## src/rtl/bandit_arbiter.sv

```systemverilog
// Round-robin share of one bandit core: grant a client, pass one action to it, return its reward.
// Latency: one IDLE arbitration cycle, then ACTION and REWARD are combinational pass-through (3 cycles minimum).
// Backpressure: valid/ready forwarded only to/from the granted client; optional reward timeout via BANDIT_ARB_TIMEOUT_EN.
module bandit_arbiter #(
    parameter int                 NUM_CLIENTS    = 4,
    parameter int                 ID_WIDTH       = 2,
    parameter int                 TIMEOUT        = 1024,
    parameter logic signed [15:0] DEFAULT_REWARD = 16'sh0000
) (
    input  logic                      clock,
    input  logic                      reset,
    input  logic [NUM_CLIENTS-1:0]    client_req,
    output logic [NUM_CLIENTS-1:0]    client_action_valid,
    output logic [7:0]                client_action_data,
    input  logic [NUM_CLIENTS-1:0]    client_action_ready,
    input  logic [NUM_CLIENTS-1:0]    client_reward_valid,
    input  logic [16*NUM_CLIENTS-1:0] client_reward_data,
    output logic [NUM_CLIENTS-1:0]    client_reward_ready,
    input  logic                      core_action_valid,
    input  logic [7:0]                core_action_data,
    output logic                      core_action_ready,
    output logic                      core_reward_valid,
    output logic signed [15:0]        core_reward_data,
    input  logic                      core_reward_ready,
    output logic [ID_WIDTH-1:0]       grant_id,
    output logic                      busy,
    output logic                      timeout
);

    typedef enum logic [1:0] {IDLE, ACTION, REWARD} state_t;

    state_t              state_q, state_d;
    logic [ID_WIDTH-1:0] grant_q, grant_d;
    logic [ID_WIDTH-1:0] last_q, last_d;
    logic [ID_WIDTH-1:0] pick;
    logic                pick_vld;
    logic signed [15:0]  rew [NUM_CLIENTS];
    logic                expired;

    assign client_action_data = core_action_data;
    assign grant_id           = grant_q;
    assign busy               = (state_q != IDLE);

    // Unpack the flat reward bus so the granted client can be selected by index.
    always_comb begin
        for (int i = 0; i < NUM_CLIENTS; i++) begin
            rew[i] = client_reward_data[16*i +: 16];
        end
    end

    // Round-robin search: first requester at or after last+1, wrapping around.
    always_comb begin
        logic [ID_WIDTH-1:0] idx;
        pick     = '0;
        pick_vld = 1'b0;
        idx      = '0;
        for (int k = 1; k <= NUM_CLIENTS; k++) begin
            idx = ID_WIDTH'((int'(last_q) + k) % NUM_CLIENTS);
            if (!pick_vld && client_req[idx]) begin
                pick     = idx;
                pick_vld = 1'b1;
            end
        end
    end

`ifdef BANDIT_ARB_TIMEOUT_EN
    localparam int CNT_W = $clog2(TIMEOUT + 1);

    logic [CNT_W-1:0] cnt_q, cnt_d;

    // A client reward arriving on the expiry cycle still wins over the default.
    assign expired = (cnt_q == CNT_W'(TIMEOUT)) && !client_reward_valid[grant_q];

    // Wait counter: cleared while in ACTION (i.e. on REWARD entry), saturates at TIMEOUT.
    always_comb begin
        cnt_d = cnt_q;
        if (state_q == ACTION) begin
            cnt_d = '0;
        end else if (state_q == REWARD && !client_reward_valid[grant_q] &&
                     cnt_q != CNT_W'(TIMEOUT)) begin
            cnt_d = cnt_q + 1'b1;
        end
    end

    // Counter register.
    always_ff @(posedge clock) begin
        if (reset) cnt_q <= '0;
        else       cnt_q <= cnt_d;
    end
`else
    logic unused_timeout_cfg;
    assign unused_timeout_cfg = (TIMEOUT == 0);
    assign expired            = 1'b0;
`endif

    // Handshake steering: every valid/ready is decoded from the state and the held grant.
    always_comb begin
        client_action_valid = '0;
        client_reward_ready = '0;
        core_action_ready   = 1'b0;
        core_reward_valid   = 1'b0;
        core_reward_data    = '0;
        timeout             = 1'b0;
        case (state_q)
            ACTION: begin
                client_action_valid[grant_q] = core_action_valid;
                core_action_ready            = client_action_ready[grant_q];
            end
            REWARD: begin
                if (expired) begin
                    core_reward_valid = 1'b1;
                    core_reward_data  = DEFAULT_REWARD;
                    timeout           = core_reward_ready;
                end else begin
                    core_reward_valid            = client_reward_valid[grant_q];
                    core_reward_data             = rew[grant_q];
                    client_reward_ready[grant_q] = core_reward_ready;
                end
            end
            default: ;
        endcase
    end

    // Next state: arbitrate in IDLE, hold grant until the reward transfer completes.
    always_comb begin
        state_d = state_q;
        grant_d = grant_q;
        last_d  = last_q;
        case (state_q)
            IDLE: begin
                if (pick_vld) begin
                    grant_d = pick;
                    state_d = ACTION;
                end
            end
            ACTION: begin
                if (core_action_valid && client_action_ready[grant_q]) state_d = REWARD;
            end
            REWARD: begin
                if (core_reward_valid && core_reward_ready) begin
                    last_d  = grant_q;
                    state_d = IDLE;
                end
            end
            default: state_d = IDLE;
        endcase
    end

    // State registers; last starts at the top client so client 0 wins first.
    always_ff @(posedge clock) begin
        if (reset) begin
            state_q <= IDLE;
            grant_q <= '0;
            last_q  <= ID_WIDTH'(NUM_CLIENTS - 1);
        end else begin
            state_q <= state_d;
            grant_q <= grant_d;
            last_q  <= last_d;
        end
    end

endmodule
```

## config.mk

```make
export PLATFORM = sky130hd
export DESIGN_NAME = bandit_arbiter
export DESIGN_NICKNAME = d
export VERILOG_FILES = /design/src/rtl/bandit_arbiter.sv
export SDC_FILE = /design/constraint.sdc
export NUM_CORES = 1
export LEC_CHECK = 0
export CAP_MARGIN = 25
export CORE_AREA = 2 2 70 72
export CTS_CLUSTER_DIAMETER = 80
export DETAILED_ROUTE_END_ITERATION = 12
export DIE_AREA = 0 0 72 74
export GPL_TIMING_DRIVEN = 1
export HOLD_SLACK_MARGIN = 0.12
export PLACE_DENSITY_LB_ADDON = 0.3
export SETUP_SLACK_MARGIN = 0.15
export SLEW_MARGIN = 5
export SYNTH_ARGS = -nofsm -noshare
export SYNTH_HDL_FRONTEND = slang
export SYNTH_SLANG_ARGS = --single-unit
```

## constraint.sdc

```tcl
create_clock -name clock -period 1.65 [get_ports clock]
set_input_delay 0.495 -clock clock [delete_from_list [all_inputs] [get_ports clock]]
set_output_delay 0.495 -clock clock [all_outputs]
set_load 0.01 [all_outputs]
```

## After elaboration in Yosys (flattened, before gate mapping)

Index checks and enable logic that the tools add are counted.

| word-level totals | value |
|---|---|
| bits of input ports | 88 |
| flip-flop bits (word level) | 6 |
| output and inout bits | 38 |

| cells by class | value |
|---|---|
| $lt $le $gt $ge | 7 |
| add/subtract/negate cells | 4 |
| muxes and demuxes | 34 |
| reductions and logical operators | 14 |
| bitwise gates (word level) | 3 |
| equal/unequal tests | 5 |

Operators by type and width:

| cell | count |
|---|---|
| $mux W16 | 3 |
| $bmux W16 S2 | 1 |
| $lt A2 B3 Y1 const B | 5 |
| $mux W2 | 7 |
| $mux W1 | 13 |
| $bmux W1 S2 | 6 |
| $and A4 B4 Y4 | 2 |
| $mux W4 | 2 |
| $logic_and A1 B1 Y1 | 6 |
| $ne A2 B2 Y1 const B | 3 |
| $pmux W2 S3 | 1 |
| $add A2 B1 Y2 const B | 2 |
| $add A2 B2 Y2 const B | 2 |
| $reduce_and A2 Y1 | 2 |
| $ge A3 B3 Y1 const B | 1 |
| $logic_not A1 Y1 | 3 |
| $not A2 Y3 | 1 |
| $reduce_and A3 Y1 | 1 |
| $demux W1 S2 | 1 |
| $eq A2 B1 Y1 const B | 1 |
| $eq A2 B2 Y1 const B | 1 |
| $ge A2 B1 Y1 const B | 1 |
| $logic_not A2 Y1 | 1 |
| $reduce_bool A2 Y1 | 1 |

## Logic depth before layout (Yosys ltp)

Gate-level depths: netlist (run 1).

| depth | value |
|---|---|
| depth after elaboration | 15 |
| mapped depth | 5 |
| depth with buffers taken out | 4 |

## Least setup slack after synthesis (run 1)

No wires, ideal clock.

| timing | value |
|---|---|
| path type | register to output |
| start point | register grant_q[0], in the netlist grant_id[0] |
| end point | output core_reward_data[11] |
| slack | -0.228 ns |
| stages on the path, launching flop included | 5 |
| arrival time | 1.383 ns |
| cells stage by stage | dfxtp_1 -> buf_6 -> buf_6 -> mux4_2 -> and2_1 |

| on the way | value |
|---|---|
| word-level cells in the longest chain between the ends | 5 |

Ends and longest elaborated chain:

| element | line | RTL |
|---|---|---|
| start, declared | 33 | `logic [ID_WIDTH-1:0] grant_q, grant_d;` |
| start signal, assigned | 157 | `grant_q <= grant_d;` |
| $not A2 Y3 (not written as such) | 116 | `core_reward_data = rew[grant_q];` |
| $bmux W16 S2 | 116 |  |
| $mux W16 (not written as such) (2 in series) | 116 |  |
| $mux W16 | 104 | `case (state_q)` |
| end, declared | 23 | `output logic signed [15:0] core_reward_data,` |

Every way passes these cells. The select of a mux whose other input is x is not followed.

## Worst setup path in the final report (run 1)

| timing | value |
|---|---|
| start point | register grant_q[0], in the netlist grant_id[0] |
| end point | output core_action_ready |

| on the way | value |
|---|---|
| word-level cells in the longest chain between the ends | 3 |

Ends and longest elaborated chain:

| element | line | RTL |
|---|---|---|
| $bmux W1 S2 | 107 | `core_action_ready = client_action_ready[grant_q];` |
| $mux W1 (not written as such) | 107 |  |
| $mux W1 | 104 |  |
| end, declared | 21 | `output logic core_action_ready,` |

Every way passes these cells. The select of a mux whose other input is x is not followed.

==> run metrics, run 1 <==
initial antenna violation count 0; worst vdd ir between 0.0003 and 0.0004 V; TritonCTS Buffers 3; Final #Nets about 330; GRT Total Usage 0.156; HPWL after detailed placement 3.53 mm; PwrDens between 400 and 500 mW/mm²; commonest non-fill, non-tap cell in the layout dlygate4sd2_1; nature of the critical path endpoint primary output; Rows 25; Detailed Route Iter0 Violations 27; worst path required time 1.15 ns; outcome finished with violations; Final period util 1.25; sequential fraction of the synthesis area 0.113; port buffer count 108; endpoints failing hold 0; final hold slack 0.584 ns; Area Overhead vs Synth 133%; CP Max Fanout 6; antenna cells 0; placed instance count 278; Finish-stage setup viols 28; vias in the first global route approximately 1300; I/O pin count roughly 130; layout cells sized above 1 0.515; HP Class flip-flop to flip-flop; CP max stage delay 0.51 ns; Peak Freq approximately 480 MHz; RSZ-0062 raised after global routing true; synthesized instance count roughly 110; Clock Latency Late Sink ~0.22 ns; Synth Register Bits 6; CTS tree built; critical path type flip-flop to primary output; Slew Limit Fails 0; total number of vias about 1400; number of max-cap violations 0; slowest stage cell, crit path mux4_2; global-route wire length before repair about 6.6 mm; Final Non-Filler Cells between 200 and 300; core region area about 0.0046 mm²; drt drc 0; Die Area ~0.0053 mm²; clk buf depth 2; overflow left after global routing 0; drt via density ~4.7; syn_area_per_cell about 9.5 µm²; largest net degree at the start of global routing 20; Post-CTS Hold Fix Bufs 0; WL final 4.42 mm; pre-CTS setup slack -0.890 ns; YS warnings 0; ANT nets after route 0; fill count 441; worst path arrival time between 1.5 and 2 ns; Netlist cell types 32; Netlist Area Pre-Place between 0.001 and 0.0015 mm²; CTS H-tree depth 1; Final Util 0.541; post-route worst setup slack -0.414 ns; Crit path buffers/inverters 2; Leak between 1 and 1.5 nW; critical path cell sequence buf_6, mux4_2, and3b_1, buf_2; Clock Sinks 6; DIE HEIGHT around 74 µm; failing checks setup timing; Total Power between 1 and 1.5 mW; Final Skew approximately 0.0045 ns; die width 72 µm; Multi-input gate area 916 µm²; Worst-path clk slew 0.03 ns; post-route minimum period 2.06 ns; Startpoint Class flip-flop; DRT Pass-1 Iters 4; WL/cell between 15 and 20 µm; FF/Latch Area between 100 and 150 µm²; clk root buf clkbuf_8; CP delay by family, top multiplexers; Initial Util 0.232; gp weighted congestion about 0.76; Net Count, Synth 200; commonest non-fill, non-tap cells in the layout 74 x dlygate4sd2_1, 33 x buf_6, 19 x buf_4
flip-flops by register name, summed over array words and instances, names as in the netlist:
register / count
grant_id: 2
last_q: 2
state_q: 2
Yosys cell counts:
master    number  area (µm²)
or3_1          1        6.26
a21oi_1        3        15.0
buf_6          3        33.8
buf_2          2        10.0
nor3_2         1        10.0
a21o_1         1        7.51
o221ai_1       1        8.76
nand3b_1       1        7.51
nor4_1         1        6.26
a22oi_1        1        7.51
buf_4         11        82.6
nand2_1        5        18.8
a32o_1         1        10.0
nor2b_1        1        6.26
conb_1         1        3.75
nor2_1        14        52.6
mux2i_1        2        20.0
nand2b_1       2        12.5
nand3_2        1        10.0
a211oi_1       1        7.51
dfxtp_1        6         120
o211ai_1       1        7.51
inv_1          3        11.3
a311oi_1       1        8.76
and3b_1        1        8.76
nor3_1         5        25.0
mux4_2        18         405
o221a_2        1        11.3
and3_1         1        6.26
or2_2          1        6.26
and2_1        17         106
clkbuf_1       3        11.3
layout make-up:
type | count | share of cell area
Clock buffer | 3 | 0.0166
Sequential cell | 6 | 0.0513
Inverter | 3 | 0.00453
Multi-Input combinational cell | 84 | 0.368
Timing Repair Buffer | 143 | 0.532
Tap cell | 54 | 0.0272
report_power, final:
part / switching [mW] / internal [mW] / total, mW
clock network: 0.0629 / 0.157 / 0.220
logic: 0.249 / 0.469 / 0.717
registers: 0.0176 / 0.161 / 0.178
total: 0.329 / 0.786 / 1.12
worst reg2reg max path, stage by stage (launching register included):
cell	delay [ns]
dfxtp_4	0.39
buf_6	0.14
mux4_2	0.51
buf_4	0.15
buf_6	0.10
buf_6	0.10
buf_6	0.10
buf_6	0.10
buf_6	0.10
a32o_1	0.20
repair_timing:
| item | 4_1_cts | 5_1_grt |
|---|---|---|
| gates resized for setup | 237 | 13 |
| setup endpoints to repair | 35 | 35 |
| setup buffers | 8 | 4 |
| pin swaps | 22 | 6 |
layer usage:
layer,GRT usage,part of all wire
met1,0.182,0.37
met2,0.283,0.51
met3,0.0515,0.12
met4,0.0252,0.0052
met5,0,0
per-stage QoR:
stage          setup TNS, ns  instance area, µm²
2_1_floorplan          -1.89                1130
3_3_place_gp          -21.99                2320
3_5_place_dp          -22.16                2320
4_1_cts                -8.74                2420
5_1_grt                -9.40                2490
6_report               -7.82                2490
cell families (layout without fill, tap and decap cells):
kind of cell,after synthesis,in the layout,share of synthesized area
muxes,20,20,0.400
other,1,1,0.00352
DFF,6,6,0.113
AOI/OAI and AO/OA,11,11,0.0787
and+or+nand+nor,52,52,0.266
buffers and inverters,22,149,0.140
final timing paths:
check	from	to	slack (ns)	depth (start not counted)
setup / recovery	grant_id[0]$_SDFFE_PP0P_	core_action_ready	-0.41	4
hold / removal	state_q[1]$_SDFFE_PP0P_	state_q[0]$_SDFFE_PP0P_	0.58	3
setup reg to reg	grant_id[0]$_SDFFE_PP0P_	state_q[1]$_SDFFE_PP0P_	-0.36	9
hold reg to reg	state_q[1]$_SDFFE_PP0P_	state_q[0]$_SDFFE_PP0P_	0.58	3
Power figures use the tool's default switching activity.
==> run 2, diff against run 1 <==
Settings changed: CELL_PAD_IN_SITES_DETAIL_PLACEMENT set to 0, CELL_PAD_IN_SITES_GLOBAL_PLACEMENT set to 2, CORE_AREA 2 2 70 72 to 2 2 67 69, DIE_AREA 0 0 72 74 to 0 0 69 71, DONT_BUFFER_PORTS set to 1.
==> run 2 against run 1 <==
Hold slack worse by 0.25 ns. Critical path type unchanged. Die area down 8.1%. Register-to-register slack better by 0.47 ns. Largest cell class is now multi-input combinational cells. First-iteration DRC count down 15%. Setup slack better by 0.032 ns. Maximum frequency up 1.6%. Cell area down 41%. Combinational power down 24%. Sequential share of layout area up 3.4 points. The run still ends with setup timing left. Clock power about the same. Non-clock buffer count down 123. Clock skew down 0.0040 ns.
==> run metrics, run 2 (synthesis gave the netlist of run 1 again) <==
outcome finished with violations; failing checks setup timing; Clock Sinks 6; nature of the critical path endpoint primary output; CP Max Fanout 7; Final period util 1.23; post-route minimum period 2.03 ns; ANT nets after route 0; worst path arrival time 1.54 ns; worst path required time between 1 and 1.5 ns; Crit path buffers/inverters 1; Rows 24; I/O pin count around 130; DIE HEIGHT slightly above 70 µm; drt via density 5.45; endpoints failing hold 0; Worst Hold End state_q[0]$_SDFFE_PP0P_; Post-CTS Hold Fix Bufs 0; Finish-stage setup viols 26; reg2reg path depth 4; Startpoint Class flip-flop; WHS Path Cells 1; worst r2r dst state_q[1]$_SDFFE_PP0P_; CP max stage delay 0.56 ns; WL final 3.31 mm; number of max-cap violations 0; clk buf depth 2; critical path type flip-flop to primary output; RSZ-0062 raised after global routing true; Sw Ratio 0.318; Peak Freq around 490 MHz; PwrDens ~640 mW/mm²; largest net degree at the start of global routing 20; overflow left after global routing 0; drt drc 0; layout cells sized above 1 0.698; core region area between 0.004 and 0.005 mm²; HPWL after detailed placement between 2 and 3 mm; Slew Limit Fails 0; total number of vias just over 900; CTS H-tree depth 1; TritonCTS Buffers 3; vias in the first global route ~1000; setup slack, reg-to-reg 0.11 ns; Final Instance Area roughly 0.0015 mm²; Worst-path clk slew approximately 0.040 ns; slowest stage cell, crit path mux4_2; clock power share 0.234; Final Skew roughly 0.00049 ns; Clock Latency Late Sink about 0.22 ns; initial antenna violation count 0; Leak ~0.53 nW; die width 69 µm; HP Class input pin to flip-flop; gp weighted congestion roughly 0.76; DRT Pass-1 Iters 4; GRT Total Usage 0.129; post-route worst setup slack -0.382 ns; Detailed Route Iter0 Violations 23; Initial Util 0.253; Die Area 0.00490 mm²; part of the power in registers 0.188; commonest non-fill, non-tap cell in the layout mux4_2; Final Util 0.352; port buffer count 0; RR Startpoint grant_id[0]$_SDFFE_PP0P_; Total Power ~950 µW; Final #Nets approximately 210; fill count roughly 440; Min-Delay Startpoint reset; clk root buf clkbuf_8; CP delay by family, top multiplexers; placed cell area ~0.0011 mm²; combinational fraction of design power 0.578; antenna cells 0; global-route wire length before repair a little over 5 mm; worst vdd ir 0.000587 V; Pint approximately 650 µW; Net Sw Power ~300 µW; critical path cell sequence buf_12, mux4_2, and3b_2; WL/cell between 15 and 20 µm; commonest non-fill, non-tap cells in the layout 18 x mux4_2, 17 x and2_4, 9 x buf_4; CTS tree built; Area Overhead vs Synth 38.9%
run 2: worst max-delay path by stage:
stage               slack [ns]              endpoint  cells after the start                      from
floorplan                -0.14  core_reward_data[11]                      4  grant_id[0]$_SDFFE_PP0P_
global placement         -0.17     core_action_ready                      3  grant_id[0]$_SDFFE_PP0P_
detailed placement       -0.18     core_action_ready                      3  grant_id[0]$_SDFFE_PP0P_
CTS                      -0.40     core_action_ready                      3  grant_id[0]$_SDFFE_PP0P_
global route             -0.42     core_action_ready                      3  grant_id[0]$_SDFFE_PP0P_
finish                   -0.38     core_action_ready                      3  grant_id[0]$_SDFFE_PP0P_
run 2: per-stage QoR:
| stage | setup WS (ns) | hold WS (ns) | cells | TNS, ns |
|---|---|---|---|---|
| after floorplan | -0.137 | 0.444 | 112 | -1.89 |
| after global placement | -0.174 | 0.470 | 155 | -1.21 |
| after detailed placement | -0.180 | 0.474 | 155 | -1.46 |
| after CTS | -0.400 | 0.328 | 166 | -6.73 |
| after global routing | -0.419 | 0.323 | 168 | -8.41 |
| final | -0.382 | 0.332 | 168 | -7.09 |
run 2: what timing repair did:
item | in CTS | in global routing
gates cloned | 1 | 1
pin swaps | 7 | 3
setup endpoints to repair | 30 | 30
resized for setup | 29 | 7
buffers inserted | 8 | 1
run 2: power groups by stage:
stage	sequential, mW	clock, mW	combinational (mW)
3_5_place_dp	0.175	0	0.390
3_3_place_gp	0.174	0	0.384
6_report	0.178	0.221	0.546
5_1_grt	0.181	0.243	0.584
2_1_floorplan	0.172	0	0.345
4_1_cts	0.178	0.228	0.517
run 2: worst register-to-register path, stage by stage, from the launching register on:
cell,delay (ns)
dfxtp_4,0.37
buf_12,0.13
mux4_2,0.56
buf_4,0.17
a32o_1,0.20
run 2: layout make-up:
class / instances / area (µm²) / area share
well taps: 52 / 65.1 / 0.0440
flip-flops and latches: 6 / 126 / 0.0854
clock buffers: 3 / 41.3 / 0.0279
multi-input cells: 84 / 966 / 0.653
repair buffers: 20 / 269 / 0.182
inverters: 3 / 11.3 / 0.00761
run 2: layer usage:
| metal | global-route usage | wire (µm) |
|---|---|---|
| met5 | 0 | 0 |
| met2 | 0.261 | 1900 |
| met4 | 0.00654 | 2 |
| met3 | 0.0613 | 388 |
| met1 | 0.123 | 1020 |
